## src/rtl/button_debouncer.sv

```systemverilog
// Push-button conditioner: two-flop synchronizer, debounce FSM,
// press/release/long-press strobes and a wrapping press counter.
module button_debouncer #(
  parameter int unsigned DEBOUNCE_CYCLES = 1_000_000,
  parameter int unsigned LONG_CYCLES     = 100_000_000
) (
  input  logic       clk,
  input  logic       rst,
  input  logic       button_in,
  output logic       button_level,
  output logic       press_pulse,
  output logic       release_pulse,
  output logic       long_press,
  output logic [7:0] press_count
);

  localparam int DW = $clog2(DEBOUNCE_CYCLES) + 1;
  localparam int LW = $clog2(LONG_CYCLES) + 1;

  // The IDLE/PRESSED sample that opens a wait state counts as the first
  // stable cycle, so the wait state needs DEBOUNCE_CYCLES-1 more.
  localparam logic [DW-1:0] DB_LAST  = DW'(DEBOUNCE_CYCLES - 2);
  localparam logic [LW-1:0] LONG_MAX = LW'(LONG_CYCLES);

  typedef enum logic [1:0] {
    IDLE,
    PRESS_WAIT,
    PRESSED,
    RELEASE_WAIT
  } state_e;

  logic          meta_q, sync_q;
  state_e        state_q, state_d;
  logic [DW-1:0] db_q, db_d;
  logic [LW-1:0] hold_q, hold_d;
  logic          level_q, level_d;
  logic          press_q, press_d;
  logic          rel_q, rel_d;
  logic          long_q, long_d;
  logic [7:0]    count_q, count_d;
  logic          held;

  always_ff @(posedge clk) begin
    if (rst) begin
      meta_q  <= 1'b0;
      sync_q  <= 1'b0;
      state_q <= IDLE;
      db_q    <= '0;
      hold_q  <= '0;
      level_q <= 1'b0;
      press_q <= 1'b0;
      rel_q   <= 1'b0;
      long_q  <= 1'b0;
      count_q <= '0;
    end else begin
      meta_q  <= button_in;
      sync_q  <= meta_q;
      state_q <= state_d;
      db_q    <= db_d;
      hold_q  <= hold_d;
      level_q <= level_d;
      press_q <= press_d;
      rel_q   <= rel_d;
      long_q  <= long_d;
      count_q <= count_d;
    end
  end

  always_comb begin
    state_d = state_q;
    db_d    = db_q;
    press_d = 1'b0;
    rel_d   = 1'b0;
    unique case (state_q)
      IDLE: begin
        if (sync_q) begin
          state_d = PRESS_WAIT;
          db_d    = '0;
        end
      end
      PRESS_WAIT: begin
        if (!sync_q) begin
          state_d = IDLE;
          db_d    = '0;
        end else if (db_q == DB_LAST) begin
          state_d = PRESSED;
          press_d = 1'b1;
        end else begin
          db_d = db_q + 1'b1;
        end
      end
      PRESSED: begin
        if (!sync_q) begin
          state_d = RELEASE_WAIT;
          db_d    = '0;
        end
      end
      RELEASE_WAIT: begin
        if (sync_q) begin
          state_d = PRESSED;
        end else if (db_q == DB_LAST) begin
          state_d = IDLE;
          rel_d   = 1'b1;
        end else begin
          db_d = db_q + 1'b1;
        end
      end
      default: state_d = IDLE;
    endcase
  end

  assign held = (state_q == PRESSED) || (state_q == RELEASE_WAIT);

  always_comb begin
    hold_d  = hold_q;
    long_d  = 1'b0;
    count_d = count_q;
    level_d = (state_d == PRESSED) || (state_d == RELEASE_WAIT);
    if (press_d) begin
      hold_d  = '0;
      count_d = count_q + 8'd1;
    end else if (held && hold_q != LONG_MAX) begin
      hold_d = hold_q + 1'b1;
    end
    // Saturation keeps long_press to a single strobe per press.
    long_d = (hold_d == LONG_MAX) && (hold_q != LONG_MAX);
  end

  assign button_level  = level_q;
  assign press_pulse   = press_q;
  assign release_pulse = rel_q;
  assign long_press    = long_q;
  assign press_count   = count_q;

endmodule

```

## config.mk

```make
export PLATFORM = sky130hd
export DESIGN_NAME = button_debouncer
export DESIGN_NICKNAME = d
export VERILOG_FILES = /design/src/rtl/button_debouncer.sv
export SDC_FILE = /design/constraint.sdc
export NUM_CORES = 1
export LEC_CHECK = 0
export CAP_MARGIN = 20
export CELL_PAD_IN_SITES_DETAIL_PLACEMENT = 1
export CELL_PAD_IN_SITES_GLOBAL_PLACEMENT = 2
export CORE_ASPECT_RATIO = 1.25
export CORE_MARGIN = 8
export CORE_UTILIZATION = 37
export CTS_CLUSTER_SIZE = 24
export DETAILED_ROUTE_END_ITERATION = 10
export PLACE_DENSITY = 0.86
export SLEW_MARGIN = 25
export SYNTH_ARGS = -nofsm -noshare
export SYNTH_HDL_FRONTEND = slang
export SYNTH_SLANG_ARGS = --single-unit
```

## constraint.sdc

```tcl
create_clock -name clk -period 2.6 [get_ports clk]
set_input_delay 0.39 -clock clk [delete_from_list [all_inputs] [get_ports clk]]
set_output_delay 0.39 -clock clk [all_outputs]
set_load 0.005 [all_outputs]
```

==> results <==
## synthesized netlist by cell type (3+ instances only)
| cell type | count | share of area |
|---|---|---|
| clkbuf_1 | 10 | 0.011 |
| nand3_1 | 16 | 0.024 |
| nor4_1 | 7 | 0.013 |
| a21oi_1 | 9 | 0.013 |
| dfxtp_1 | 64 | 0.38 |
| o21ai_0 | 7 | 0.010 |
| and2_1 | 3 | 0.0055 |
| nand2_1 | 35 | 0.039 |
| clkbuf_2 | 3 | 0.0044 |
| inv_1 | 11 | 0.012 |
| and4_1 | 7 | 0.018 |
| nand4_1 | 21 | 0.039 |
| ha_1 | 5 | 0.018 |
| nor2_1 | 61 | 0.067 |
| or3_1 | 3 | 0.0055 |
| nor3_1 | 14 | 0.021 |
| mux2i_1 | 3 | 0.0088 |
| nor4_4 | 3 | 0.019 |
| buf_2 | 5 | 0.0074 |
| nor4bb_1 | 3 | 0.0088 |
| xnor2_1 | 23 | 0.059 |
| and3_1 | 8 | 0.015 |
| nor2b_1 | 4 | 0.0074 |
| xor2_1 | 29 | 0.075 |
## flip-flops by register name, summed over array words and instances (netlist names)
name	flops
db_q	21
hold_q	28
long_press	1
meta_q	1
press_count	8
press_pulse	1
release_pulse	1
state_q	2
sync_q	1
## area by class of cell
class                           instances  area share
Timing Repair Buffer                   22      0.0508
Tap cell                              123      0.0390
Inverter                               11      0.0105
Multi-Input combinational cell        301       0.495
Clock buffer                           13      0.0635
Clock inverter                          3      0.0165
Sequential cell                        64       0.325
## kinds of logic after synthesis
| kind of cell | count (synthesis) |
|---|---|
| XOR/XNOR | 52 |
| AND/OR/NAND/NOR | 207 |
| flip-flops | 64 |
| buffers and inverters | 34 |
| AO/OA/AOI/OAI | 34 |
| multiplexers | 3 |
| adder cells (fa/ha/maj) | 5 |
## placed cells by master (no fill, tap or decap), types with 8 or more instances in the layout
master	n
xnor2_1	23
clkbuf_16	9
nor3_1	14
buf_4	8
nor2_1	61
dfxtp_1	64
inv_1	11
clkdlybuf4s50_1	14
xor2_1	29
and3_1	8
nand2_1	35
nand4_1	21
a21oi_1	9
nand3_1	16
## metrics by stage
stage	instances	util	setup WS, ps	hold WS (ps)	cell area (um^2)
CTS	537	0.437	200	452	3940
floorplan	399	-	497	414	3400
detailed placement	521	0.402	250	440	3630
global route	537	0.437	21.7	475	3940
global placement	521	0.402	291	416	3630
finish	537	0.437	236	442	3940
## power by group
group	switching, mW	internal (mW)	total (mW)
sequential	0.00570	0.986	0.991
clock	0.432	0.865	1.30
combinational	0.0283	0.0147	0.0429
## layer usage
layer | GRT usage | up-vias | wire length (um)
li1 | - | 1421 | -
met1 | 0.167 | 1411 | 3610
met2 | 0.261 | 28 | 4440
met3 | 0.0248 | 18 | 159
met4 | 0.0878 | 0 | 244
met5 | 0 | - | 0
## worst paths after layout
check	start	slack [ps]	depth (start not counted)	end
setup / recovery	hold_q[1]	240	8	long_press
hold reg to reg	meta_q	440	1	sync_q
hold / removal	meta_q	440	1	sync_q
setup reg to reg	hold_q[1]	240	8	long_press
==> impl_results.rst <==
.. list-table::
   :header-rows: 1

   * - Metric
     - Value
   * - Outcome
     - complete, no violations
   * - Fraction of the yosys area taken by sequential cells
     - 0.377
   * - H-tree lvl count
     - 3
   * - Number of buffers and inverters on the critical path
     - 1
   * - Normalized max-slew margin
     - 0.566
   * - Multiplexer share of the synthesized area
     - 0.00884
   * - Placer Congestion
     - 0.821
   * - WL/cell
     - 15.7 um
   * - Delay contributed by the slowest stage of the critical path
     - 500 ps
   * - Vias per cell
     - 5.36
   * - Pin count of the biggest net entering global routing
     - 27
   * - Count of input and output buffers
     - 14
   * - DP HPWL
     - 6.22 mm
   * - Yosys warning count
     - 0
   * - Number of clock buffers inserted by TritonCTS
     - 9
   * - FP Rows
     - 39
   * - Reported leakage power
     - 1.39 nW
   * - Overall overflow remaining after global route
     - 0
   * - Final cycle utilization of the critical path
     - 0.909
   * - GRT Total Usage
     - 0.149
   * - Setup repair after global routing missed its margin
     - no
   * - Filler cells
     - 1088
   * - TritonCTS clock tree
     - yes
   * - Area used by sequential logic in the layout
     - 1280 um^2
   * - Number of nets with antenna violations after detailed routing
     - 0
   * - Kind of cell adding the most delay to the critical path
     - simple AND/OR/NAND/NOR gates
   * - Clk_lat worst skew
     - 330 ps
   * - Areal power density over the cells
     - 591 nW/um^2
   * - Final setup violation count
     - 0
   * - Number of slew-limit violations in the final report
     - 0
   * - Final antenna diode count
     - 0
   * - # hold bufs at CTS
     - 0
   * - Multi-input gate area in the final layout
     - 1950 um^2
   * - Synthesized Nets
     - 407
   * - Main flop type after synthesis
     - dfxtp_1
   * - Fraction of the mapped netlist area in adder cells
     - 0.0184
   * - Min cycle time layout
     - 2360 ps
   * - Number of design rule violations left after detail routing
     - 0
   * - Data arrival time of the worst path
     - 2630 ps
   * - Post-Route WL
     - 8.46 mm
   * - Starting density of the core
     - 0.376
   * - Core Box Area
     - 9030 um^2
   * - Share of flip-flops with an asynchronous set or reset after synthesis
     - 0
   * - Parity-gate share of the synthesized area counting xor and xnor cells
     - 0.134
   * - Post-synthesis sequential element count
     - 64
   * - Simple-gate share of the synthesized area
     - 0.346
   * - Worst setup EP type
     - flip-flop
   * - Die Wd
     - 102 um
   * - Worst-margin pin slew
     - 651 ps
   * - Total power after layout
     - 2.33 mW
   * - Initial antenna violation count
     - 0
   * - TritonRoute pass-1 iters
     - 4
   * - EDFF count, synth
     - 0
   * - Final nets
     - 417
   * - Post-synthesis area per instance
     - 8.52 um^2
   * - Ordered list of cells on the worst path
     - ha_1 -> nand4_1 -> nor3_1 -> inv_1 -> o31ai_1 -> a31oi_1 -> a211oi_1 -> and4_1
   * - Highest attainable clock frequency
     - 0.423 GHz
   * - Type of element launching the critical path
     - flip-flop
   * - Post-route clock skew
     - 8.41 ps
   * - Starting DRT DRC Count
     - 92
   * - Critical path type
     - flip-flop to flip-flop
   * - Total negative slack
     - 0 ps
   * - Max-cap violations
     - 0
   * - Number of distinct library cells after synthesis
     - 59
   * - Clock Tree Root
     - clkbuf_16
   * - Slowest CP cell
     - nor3_1
   * - Share of post-route cells with drive strength above 1
     - 0.0918
   * - Combined area of all synthesized cells
     - 3400 um^2
   * - Count of pins on the block boundary
     - 15
   * - Via count of the routed design
     - 2878
   * - Synthesis-to-layout area growth
     - 16.1%
   * - Min-Delay Path Class
     - flip-flop to flip-flop
   * - Wire length of the first global-routing pass
     - 14.7 mm
   * - Synthesized netlist cell count
     - 399
   * - Vias in the first global route
     - 3022
   * - Highest ir drop seen on vdd
     - 0.390 mV
   * - Area of the die
     - 12500 um^2
   * - Final number of hold-violating endpoints
     - 0
   * - Number of sinks handled by clock tree synthesis
     - 64
   * - Largest family of logic cells by synthesized area
     - simple AND/OR/NAND/NOR gates
   * - Clock edge transition at the registers on the reported setup and hold paths
     - 50 ps
   * - Highest fanout seen on the critical path
     - 6
   * - Share of the synthesized area in compound gates (AO/OA/AOI/OAI)
     - 0.0670
   * - Number of resized instances in the post-cts repair step
     - 0
   * - Data required time at the worst endpoint
     - 2870 ps
   * - Post-CTS repair timing setup buffer count
     - 0
   * - Die height
     - 123 um
   * - Buffer depth of the longest clock path
     - 2
Power figures use the tool's default switching activity.
